**config.mk**
```make
export PLATFORM = sky130hd
export DESIGN_NAME = sync_fifo_ctrl
export DESIGN_NICKNAME = d
export VERILOG_FILES = /design/src/rtl/fifo_pkg.sv /design/src/rtl/fifo_mem_1clk.sv /design/src/rtl/sync_fifo_ctrl.sv
export SDC_FILE = /design/constraint.sdc
export NUM_CORES = 1
export LEC_CHECK = 0
export BUFFER_PORTS_ARGS = -buffer_cell sky130_fd_sc_hd__buf_2
export CAP_MARGIN = 40
export CORE_MARGIN = 2
export CORE_UTILIZATION = 66
export DETAILED_ROUTE_END_ITERATION = 7
export GPL_ROUTABILITY_DRIVEN = 0
export PLACE_DENSITY = 0.82
export SYNTH_ARGS = -nofsm -noshare
export SYNTH_HDL_FRONTEND = slang
export SYNTH_SLANG_ARGS = --single-unit
export TNS_END_PERCENT = 20
```
**constraint.sdc**
```tcl
create_clock -name clk -period 13.55 [get_ports clk]
set_input_delay 2.71 -clock clk [delete_from_list [all_inputs] [get_ports clk]]
set_output_delay 2.71 -clock clk [all_outputs]
set_load 0.1 [all_outputs]
```
**src/rtl/fifo_pkg.sv**
```systemverilog
// Shared types and helpers for the single-clock FIFO (sync_fifo_ctrl).
// Optional sticky error flags are compiled in when SYNC_FIFO_ERR_EN is defined.
package fifo_pkg;

  typedef enum logic {
    FIFO_STD  = 1'b0,
    FIFO_FWFT = 1'b1
  } fifo_mode_e;

  localparam int DEF_DEPTH  = 16;
  localparam int DEF_ADDR_W = $clog2(DEF_DEPTH);
  localparam int DEF_CNT_W  = $clog2(DEF_DEPTH + 1);

  function automatic int addr_w(input int depth);
    return (depth < 2) ? 1 : $clog2(depth);
  endfunction

  function automatic int cnt_w(input int depth);
    return $clog2(depth + 1);
  endfunction

  // Explicit wrap so that non-power-of-2 depths never address past the last word.
  function automatic int unsigned next_ptr(input int unsigned ptr, input int unsigned depth);
    return (ptr == depth - 1) ? 32'd0 : ptr + 32'd1;
  endfunction

endpackage

```
**src/rtl/fifo_mem_1clk.sv**
```systemverilog
// DEPTH x DWIDTH simple dual-port RAM with a registered, read-enabled output.
// Only the output register is reset so the array still maps onto block RAM.
module fifo_mem_1clk #(
  parameter int DWIDTH = 64,
  parameter int DEPTH  = 16,
  parameter int ADDR_W = 4
) (
  input  logic              clk,
  input  logic              rst_n,
  input  logic              wr_en,
  input  logic [ADDR_W-1:0] wr_addr,
  input  logic [DWIDTH-1:0] wr_data,
  input  logic              rd_en,
  input  logic [ADDR_W-1:0] rd_addr,
  output logic [DWIDTH-1:0] rd_data
);

  logic [DWIDTH-1:0] r_mem [DEPTH];
  logic [DWIDTH-1:0] r_rd_data;

  always_ff @(posedge clk) begin
    if (wr_en) begin
      r_mem[wr_addr] <= wr_data;
    end
  end

  // Output holds its value between reads; the FIFO relies on that for rd_data.
  always_ff @(posedge clk) begin
    if (!rst_n) begin
      r_rd_data <= '0;
    end else if (rd_en) begin
      r_rd_data <= r_mem[rd_addr];
    end
  end

  assign rd_data = r_rd_data;

endmodule

```
**src/rtl/sync_fifo_ctrl.sv**
```systemverilog
// Single-clock FIFO controller: any depth, fill count, programmable thresholds, optional FWFT.
// Define SYNC_FIFO_ERR_EN to add sticky overflow/underflow outputs.
module sync_fifo_ctrl
  import fifo_pkg::*;
#(
  parameter int DWIDTH            = 64,
  parameter int DEPTH             = 16,
  parameter int FWFT              = 0,
  parameter int PROG_FULL_THRESH  = 12,
  parameter int PROG_EMPTY_THRESH = 2
) (
  input  logic                       clk,
  input  logic                       rst_n,
  input  logic                       wr_en,
  input  logic [DWIDTH-1:0]          wr_data,
  output logic                       wr_full,
  input  logic                       rd_en,
  output logic [DWIDTH-1:0]          rd_data,
  output logic                       rd_valid,
  output logic                       rd_empty,
  output logic [$clog2(DEPTH+1)-1:0] count,
  output logic                       prog_full,
  output logic                       prog_empty
`ifdef SYNC_FIFO_ERR_EN
  ,
  output logic                       overflow,
  output logic                       underflow
`endif
);

  localparam int         ADDR_W = addr_w(DEPTH);
  localparam int         CNT_W  = cnt_w(DEPTH);
  localparam fifo_mode_e MODE   = (FWFT != 0) ? FIFO_FWFT : FIFO_STD;

  localparam logic [CNT_W-1:0] FULL_CNT = CNT_W'(DEPTH);
  localparam logic [CNT_W-1:0] PF_CNT   = CNT_W'(PROG_FULL_THRESH);
  localparam logic [CNT_W-1:0] PE_CNT   = CNT_W'(PROG_EMPTY_THRESH);

  logic [ADDR_W-1:0] r_wr_ptr;
  logic [ADDR_W-1:0] r_rd_ptr;
  logic [CNT_W-1:0]  r_count;
  logic              r_full;
  logic              r_empty;
  logic              r_rd_valid;
  logic              r_prog_full;
  logic              r_prog_empty;

  logic [CNT_W-1:0]  w_count_next;
  logic              w_wr_acc;
  logic              w_rd_acc;
  logic              w_mem_re;
  logic              w_empty_next;
  logic              w_rd_valid_next;

  assign w_wr_acc = wr_en & ~r_full;
  assign w_rd_acc = rd_en & ~r_empty;

  always_comb begin
    w_count_next = r_count;
    case ({w_wr_acc, w_rd_acc})
      2'b10:   w_count_next = r_count + CNT_W'(1);
      2'b01:   w_count_next = r_count - CNT_W'(1);
      default: w_count_next = r_count;
    endcase
  end

  generate
    if (MODE == FIFO_FWFT) begin : g_fwft
      // The RAM output register doubles as the head register; count covers it too.
      logic r_head_valid;
      logic w_ram_has_word;
      logic w_head_valid_next;

      assign w_ram_has_word    = r_count > CNT_W'(r_head_valid);
      assign w_mem_re          = w_ram_has_word & (~r_head_valid | w_rd_acc);
      assign w_head_valid_next = w_mem_re | (r_head_valid & ~w_rd_acc);
      assign w_empty_next      = ~w_head_valid_next;
      assign w_rd_valid_next   = w_head_valid_next;

      always_ff @(posedge clk) begin
        if (!rst_n) begin
          r_head_valid <= 1'b0;
        end else begin
          r_head_valid <= w_head_valid_next;
        end
      end
    end else begin : g_std
      assign w_mem_re        = w_rd_acc;
      assign w_empty_next    = (w_count_next == '0);
      assign w_rd_valid_next = w_rd_acc;
    end
  endgenerate

  always_ff @(posedge clk) begin
    if (!rst_n) begin
      r_wr_ptr     <= '0;
      r_rd_ptr     <= '0;
      r_count      <= '0;
      r_full       <= 1'b0;
      r_empty      <= 1'b1;
      r_rd_valid   <= 1'b0;
      r_prog_full  <= 1'b0;
      r_prog_empty <= 1'b1;
    end else begin
      if (w_wr_acc) begin
        r_wr_ptr <= ADDR_W'(next_ptr(32'(r_wr_ptr), DEPTH));
      end
      if (w_mem_re) begin
        r_rd_ptr <= ADDR_W'(next_ptr(32'(r_rd_ptr), DEPTH));
      end
      r_count      <= w_count_next;
      r_full       <= (w_count_next == FULL_CNT);
      r_empty      <= w_empty_next;
      r_rd_valid   <= w_rd_valid_next;
      r_prog_full  <= (w_count_next >= PF_CNT);
      r_prog_empty <= (w_count_next <= PE_CNT);
    end
  end

  fifo_mem_1clk #(
    .DWIDTH (DWIDTH),
    .DEPTH  (DEPTH),
    .ADDR_W (ADDR_W)
  ) u_mem (
    .clk     (clk),
    .rst_n   (rst_n),
    .wr_en   (w_wr_acc),
    .wr_addr (r_wr_ptr),
    .wr_data (wr_data),
    .rd_en   (w_mem_re),
    .rd_addr (r_rd_ptr),
    .rd_data (rd_data)
  );

`ifdef SYNC_FIFO_ERR_EN
  logic r_overflow;
  logic r_underflow;

  always_ff @(posedge clk) begin
    if (!rst_n) begin
      r_overflow  <= 1'b0;
      r_underflow <= 1'b0;
    end else begin
      if (wr_en & r_full) begin
        r_overflow <= 1'b1;
      end
      if (rd_en & r_empty) begin
        r_underflow <= 1'b1;
      end
    end
  end

  assign overflow  = r_overflow;
  assign underflow = r_underflow;
`endif

  assign wr_full    = r_full;
  assign rd_empty   = r_empty;
  assign rd_valid   = r_rd_valid;
  assign count      = r_count;
  assign prog_full  = r_prog_full;
  assign prog_empty = r_prog_empty;

  a_count_bound : assert property (@(posedge clk) disable iff (!rst_n) r_count <= FULL_CNT);
  a_wr_ptr_bound : assert property (@(posedge clk) disable iff (!rst_n)
    {1'b0, r_wr_ptr} < (ADDR_W+1)'(DEPTH));
  a_rd_ptr_bound : assert property (@(posedge clk) disable iff (!rst_n)
    {1'b0, r_rd_ptr} < (ADDR_W+1)'(DEPTH));

endmodule

```
==> flow_summary_export.csv, run 1 <==
group,metric,value,unit
synth,synth_top_family_by_area,"multiplexers",
setup_path,crit_path_top_delay_cell,"sky130_fd_sc_hd__buf_4",
global_routing,grt_antenna_before_repair,12,
setup_path,critical_path_class,"in -> reg",
global_routing,global_route.usage.met1,0.417,
setup_path,critical_path.startpoint_type,"input pin",
clock_tree,worstSkewPairLatency,0.68,ns
setup_path,timing.reg2reg.setup_slack,9.70,ns
synth,synth-compound-area-share,0.0192,
synth,yosys.area_share.simple,0.00750,
clock_tree,cts-root-to-sink-buffers,3,
sta,final_hold_vios,0,
sta,timing.final.max_slew_violations,0,
synth,synth_top_cell_area_share,0.743,
synth,yosys.area_share.adder,0.00212,
synth,syn_inst,1700,
setup_path,cp_top_family,"simple AND/OR/NAND/NOR gates",
synth,syn_avg_cell_area,24.4,um2
clock_tree,cts_resized,0,
sta,worstMarginPinSlew,0.970,ns
clock_tree,cts_buffers,102,
sta,skew,0.0213,ns
sta,grt_setup_unrepaired,"no",
synth,synth_flop_cell,"sky130_fd_sc_hd__edfxtp_1",
cells_and_area,layout_cell_share_with_drive_strength_beyond_1,0.352,
clock_tree,clk_root_buffer_cell,"sky130_fd_sc_hd__clkbuf_16",
setup_path,cp_cell_sequence,"buf_2, nor2b_1, nand2_1, nor2_4, buf_4",
detailed_routing,detail-route-antenna-nets,0,
pwr,power_per_cell_area,172,nW/um2
floorplanning,die_area,64700,um2
synth,number_of_nets_in_the_synthesized_netlist,1775,
setup_path,r2r_cells,6,
setup_path,cp_data_arrival_time,5.56,ns
placed_design,dp_hpwl,47.3,mm
floorplanning,starting_density,0.670,
floorplanning,coreArea,61800,um2
clock_tree,post-cts-setup-buffer-count,0,
global_routing,grtUsageTotal,0.315,
sta,timing.slew.headroom,0.353,
global_routing,grtUsageMet3,0.0458,
sta,fin_crit_sh,0.390,
pwr,vdd_drop_max,0.152,mV
clock_tree,cts_sinks,1106,
flow_run,max_cap_violations,0,
synth,synth-edff-count,1024,
detailed_routing,detailroute.via_count,19929,
min_path,min_from,"u_mem.rd_data[47]",
sta,finalSetupTns,0,ns
min_path,worstHoldPathType,"reg -> reg",
detailed_routing,initial_detailed_routing_violation_count,2887,
synth,synth_area_leader_cell,"sky130_fd_sc_hd__edfxtp_1",
synth,yosys_warnings,0,
floorplanning,ioPinCount,142,
clock_tree,postCtsHoldBufs,0,
floorplanning,vertical_extent_of_the_die,254,um
min_path,min_to,"u_mem.rd_data[47]",
synth,synth.area.mux_share,0.174,
setup_path,cp_max_fo,44,
run_status,run_status,"completed",
synth,netlist_top_cells_area,"sky130_fd_sc_hd__edfxtp_1 74%, sky130_fd_sc_hd__mux4_2 17%, sky130_fd_sc_hd__dfxtp_1 4.0%",
detailed_routing,first_pass_iters,6,
synth,ys_ff_latch,1106,
pwr,design_power_total,8.11,mW
clock_tree,htree_levels,3,
floorplanning,num_rows,91,
global_routing,grt_pass1_vias,20777,
global_routing,grt_remaining_overflow,0,
global_routing,grt_busiest_layer,"met2",
clock_tree,worst_setup_hold_path_clk_slew,0.06,ns
sta,setup_viol,0,
global_routing,wire_length_of_the_first_global_routing_pass,143,mm
pwr,leakage,14.9,nW
synth,xor_xnor_share_of_the_synthesized_area,0.00106,
setup_path,timing.critical_path.buf_inv,2,
detailed_routing,drcViolationCount,0,
detailed_routing,postRouteWirelength,98.8,mm
setup_path,crit_path_end_kind,"register",
synth,postSynth.asyncResetShare,0,
min_path,hold-path-cell-count,1,
sta,fin_crit,5.28,ns
sta,maxClockFrequency,0.189,GHz
synth,yosysUniqueCellTypes,39,
global_routing,gr-usage-met2,0.539,
synth,netlist_area,41400,um2
setup_path,worst_r2r_startpoint,"r_rd_ptr[0]",
setup_path,worst_ep_required_time,13.82,ns
cells_and_area,syn_to_final_growth,13.9,%
detailed_routing,drt-vias-per-instance,7.04,
floorplanning,dieWidth,254,um
global_routing,grt_max_degree,65,
clock_tree,cts_tree,"built",
detailed_routing,route.detailed.wl_per_inst,34.9,um
synth,sequential_fraction_of_the_synthesis_area,0.782,
sta,holdWs,0.474,ns
placed_design,port_buffers,141,
setup_path,regToRegEndpoint,"u_mem.rd_data[9]",
cells_and_area,layout.nets,1969,
setup_path,max_stage_delay,0.81,ns
## Yosys cell counts (2+ instances only)
library cell                number
sky130_fd_sc_hd__o21ai_0         3
sky130_fd_sc_hd__clkbuf_1       54
sky130_fd_sc_hd__buf_6          22
sky130_fd_sc_hd__o31ai_1         5
sky130_fd_sc_hd__a311oi_1        2
sky130_fd_sc_hd__nor3_1          7
sky130_fd_sc_hd__inv_1           5
sky130_fd_sc_hd__nand2_1        19
sky130_fd_sc_hd__buf_2          11
sky130_fd_sc_hd__mux4_2        320
sky130_fd_sc_hd__nand3_1         3
sky130_fd_sc_hd__o21ba_2         2
sky130_fd_sc_hd__o21a_1          2
sky130_fd_sc_hd__ha_1            7
sky130_fd_sc_hd__xnor2_1         4
sky130_fd_sc_hd__nor2b_1         3
sky130_fd_sc_hd__nand2b_1        3
sky130_fd_sc_hd__dfxtp_1        82
sky130_fd_sc_hd__edfxtp_1     1024
sky130_fd_sc_hd__and2_1          8
sky130_fd_sc_hd__a21o_1          2
sky130_fd_sc_hd__a21boi_0        5
sky130_fd_sc_hd__o2111ai_1       3
sky130_fd_sc_hd__nor2_1         14
sky130_fd_sc_hd__a22o_1         64
sky130_fd_sc_hd__buf_1          10
sky130_fd_sc_hd__a21oi_1         4
## power by group
group	internal, mW	leakage, nW	total (mW)	switching [mW]
combinational	0.391	3.13	1.07	0.674
sequential	3.82	9.92	3.89	0.0660
clock	1.88	1.82	3.15	1.27
total	6.09	14.9	8.11	2.01
## registers in the layout, indices dropped and copies added, names as in the netlist, 4 cells and up
signal and count:
u_mem.r_mem 1024, u_mem.rd_data 64, count 5, r_rd_ptr 4, r_wr_ptr 4
## kinds of logic after synthesis
logic type      count (synthesis)
compound gates                 96
simple gates                   63
xor+xnor                        5
flops                        1106
fa+ha+maj                       7
mux                           320
buf+inv                       103
## per-layer routing
layer	vias to the layer above	share of wire
met1	10497	0.35
met4	6	0.034
met3	215	0.087
li1	7732	-
met2	1479	0.53
met5	-	0.00049
## area by class of cell
type / instances / area [um2]
sequential: 1106 / 32400
fill: 2965 / 14700
multi-input combinational: 491 / 8550
clock buffer: 151 / 3070
timing repair buffer: 187 / 1360
tap: 837 / 1050
clock inverter: 42 / 646
antenna: 10 / 25.0
inverter: 6 / 22.5
## placed cells by master, fill, tap and decap left out, drive strengths merged, types with 7 or more instances in the layout
cell    Yosys  routed
inv         6       8
mux4      320     320
edfxtp   1024    1024
nand2      19      19
nor2       14      14
bufinv      0      16
clkbuf     54     151
a22o       64      64
nor3        7       7
dfxtp      82      82
buf        43     187
and2        8       8
ha          7       7
clkinv      0      20
diode       0      10
## worst max path at each step
stage	depth (start not counted)	startpoint	end	slack, ns
6_report	5	wr_en	u_mem.r_mem[15][47]	8.27
5_1_grt	5	wr_en	u_mem.r_mem[15][47]	8.19
4_1_cts	5	wr_en	u_mem.r_mem[15][46]	8.39
3_5_place_dp	5	wr_en	u_mem.r_mem[15][30]	7.81
3_3_place_gp	5	wr_en	u_mem.r_mem[9][26]	7.83
2_1_floorplan	4	wr_en	u_mem.r_mem[3][0]	5.31
## through the flow
stage / std cells / setup WS (ns) / instance area (um2) / utilization
final: 2830 / 8.27 / 47100 / 0.762
after global routing: 2827 / 8.19 / 47100 / 0.762
after CTS: 2820 / 8.39 / 47100 / 0.762
after detailed placement: 2627 / 7.81 / 43400 / 0.702
after global placement: 2609 / 7.83 / 42900 / 0.695
after floorplan: 1700 / 5.31 / 41400 / -
## worst register-to-register path, delay by kind of cell (launching register included)
family	cells	cell delay (ns)
AOI/OAI and AO/OA	1	0.19
muxes	2	1.17
DFF	1	0.84
buffers and inverters	3	1.54
No activity file was read; power rests on OpenSTA's default activity.
==> inputs of run 2 (changes only) <==
- CORE_UTILIZATION: 66 -> 55
- PLACE_DENSITY: 0.82 -> 0.73
- clock period: 13.55 -> 4.7 ns (I/O delays scaled with it)
==> run 2 against run 1 <==
  * Via count shrank 5.2%
  * Cell count grew 4.8%
  * Sequential share of layout area hardly changed
  * Combinational power rose to 2.8 times the previous value
  * Largest power group unchanged
  * First-iteration DRC count fell by 26%
  * Sequential power rose to 2.9 times the previous value
  * Utilization decreased by 13 points
  * Count of clock-buffer cells in the layout is 2 lower
  * Die area rose by 20%
  * Flip-flop and latch count stayed put
==> flow_summary_export.csv, run 2 (synthesis gave the netlist of run 1 again) <==
group,metric,value,unit
placed_design,place.detailed.instances,2757,
detailed_routing,postRouteWirelength,88.1,mm
clock_tree,cts-root-to-sink-buffers,3,
clock_tree,htree_levels,3,
clock_tree,cts_resized,0,
cells_and_area,final_cells,2965,
setup_path,cp_data_arrival_time,3.86,ns
setup_path,cp_cell_sequence,"buf_2, nor2b_1, inv_1, nand2_1, xnor2_1, ha_1, nor4b_1, nand3_1, a31oi_1, xor2_1, nor4bb_1",
cells_and_area,layout.area.seq,32400,um2
global_routing,wire_length_of_the_first_global_routing_pass,130,mm
pwr,design_power_total,22.8,mW
sta,fin_crit,3.30,ns
clock_tree,post-cts-setup-buffer-count,0,
cells_and_area,multi_input_comb_area,8570,um2
clock_tree,cts_tree,"built",
detailed_routing,detailroute.via_count,18893,
detailed_routing,first_pass_iters,7,
cells_and_area,syn_to_final_growth,13.9,%
setup_path,cp_max_fo,11,
setup_path,worst_ep_required_time,5.26,ns
placed_design,pre_cts_ws,0.840,ns
sta,grt_setup_unrepaired,"no",
floorplanning,die_area,77500,um2
clock_tree,worstSkewPairLatency,0.68,ns
detailed_routing,route.detailed.wl_per_inst,29.7,um
setup_path,crit_path_top_delay_cell,"sky130_fd_sc_hd__nor2b_1",
detailed_routing,drcViolationCount,0,
cells_and_area,postLayoutCellArea,47200,um2
sta,postLayoutSetupSlackWorst,1.40,ns
clock_tree,postCtsHoldBufs,0,
cells_and_area,layout_common_cells,"1024 x sky130_fd_sc_hd__edfxtp_1, 320 x sky130_fd_sc_hd__mux4_2, 141 x sky130_fd_sc_hd__buf_2, 108 x sky130_fd_sc_hd__clkbuf_16, 78 x sky130_fd_sc_hd__dfxtp_1",
sta,setup_viol,0,
floorplanning,dieWidth,278,um
global_routing,grtUsageTotal,0.231,
floorplanning,starting_density,0.556,
cells_and_area,most_common_cell_after_layout_fill_and_taps_aside,"sky130_fd_sc_hd__edfxtp_1",
sta,skew,0.0262,ns
floorplanning,coreArea,74400,um2
sta,timing.final.max_slew_violations,0,
setup_path,critical_path_class,"in -> reg",
sta,fin_crit_sh,0.703,
placed_design,postPlaceCellArea,43600,um2
pwr,leakage,14.8,nW
placed_design,port_buffers,141,
sta,timing.slew.headroom,0.378,
clock_tree,cts_sinks,1106,
global_routing,grt_max_degree,77,
sta,maxClockFrequency,0.303,GHz
pwr,power_per_cell_area,483,nW/um2
global_routing,grt_pass1_vias,19677,
setup_path,max_stage_delay,0.73,ns
global_routing,grt_remaining_overflow,0,
run_status,run_status,"completed",
min_path,worstHoldPathType,"reg -> reg",
cells_and_area,flip_flop_count_of_the_largest_register_after_layout,1024,
cells_and_area,largest_register,"u_mem.r_mem",
setup_path,crit_path_end_kind,"register",
cells_and_area,layout.nets,1972,
cells_and_area,fillers,4768,
detailed_routing,detail-route-antenna-nets,0,
sta,final_hold_vios,0,
pwr,vdd_drop_max,0.414,mV
placed_design,dp_hpwl,44.4,mm
detailed_routing,drt-vias-per-instance,6.37,
clock_tree,worst_setup_hold_path_clk_slew,0.06,ns
flow_run,max_cap_violations,0,
global_routing,grt_antenna_before_repair,12,
cells_and_area,layout_cell_share_with_drive_strength_beyond_1,0.346,
floorplanning,num_rows,100,
floorplanning,ioPinCount,142,
clock_tree,cts_buffers,107,
clock_tree,clk_root_buffer_cell,"sky130_fd_sc_hd__clkbuf_16",
sta,worstMarginPinSlew,0.931,ns
setup_path,critical_path.startpoint_type,"input pin",
floorplanning,vertical_extent_of_the_die,278,um
detailed_routing,initial_detailed_routing_violation_count,2125,
## run 2: through the flow
step	hold slack, ns	utilization	TNS [ns]
global route	0.490	0.633	0
floorplan	0.488	-	-234.30
CTS	0.475	0.633	0
finish	0.471	0.633	0
detailed placement	0.460	0.585	0
global placement	0.458	0.584	0
## run 2: worst max-delay path, delay by kind of cell
kind                       cells  cell delay, ns
and+or+nand+nor                5            1.61
AOI/OAI and AO/OA              1            0.22
xor gates and xnor gates       2            0.43
buffers and inverters          2            0.43
adders and majority gates      1            0.22
## run 2: area by class of cell
| type | instances | area share |
|---|---|---|
| clock inverter | 54 | 0.0124 |
| timing repair buffer | 185 | 0.0291 |
| inverter | 6 | 0.000478 |
| multi-input combinational | 491 | 0.182 |
| antenna | 5 | 0.000265 |
| tap | 969 | 0.0257 |
| sequential | 1106 | 0.687 |
| clock buffer | 149 | 0.0631 |
## run 2: path summary, 6_finish.rpt
| kind | start | to | slack [ns] | depth (start not counted) |
|---|---|---|---|---|
| max | wr_en | wr_full | 1.40 | 11 |
| min | u_mem.rd_data[1] | u_mem.rd_data[1] | 0.47 | 1 |
| max reg2reg | wr_full | wr_full | 1.46 | 10 |
| min reg2reg | u_mem.rd_data[1] | u_mem.rd_data[1] | 0.47 | 1 |
## run 2: metal layers
metal | track usage | up-vias | wire length, um
li1 | - | 7743 | -
met1 | 0.320 | 10172 | 34700
met2 | 0.385 | 832 | 45400
met3 | 0.0395 | 138 | 6160
met4 | 0.0650 | 8 | 1800
met5 | 0 | - | 47
## run 2: power by group
part	switching, mW	total, mW	internal, mW	leakage (nW)
clock network	3.60	8.59	4.99	1.74
logic	1.88	2.99	1.11	3.10
registers	0.184	11.2	11.0	9.92
total	5.66	22.8	17.1	14.8
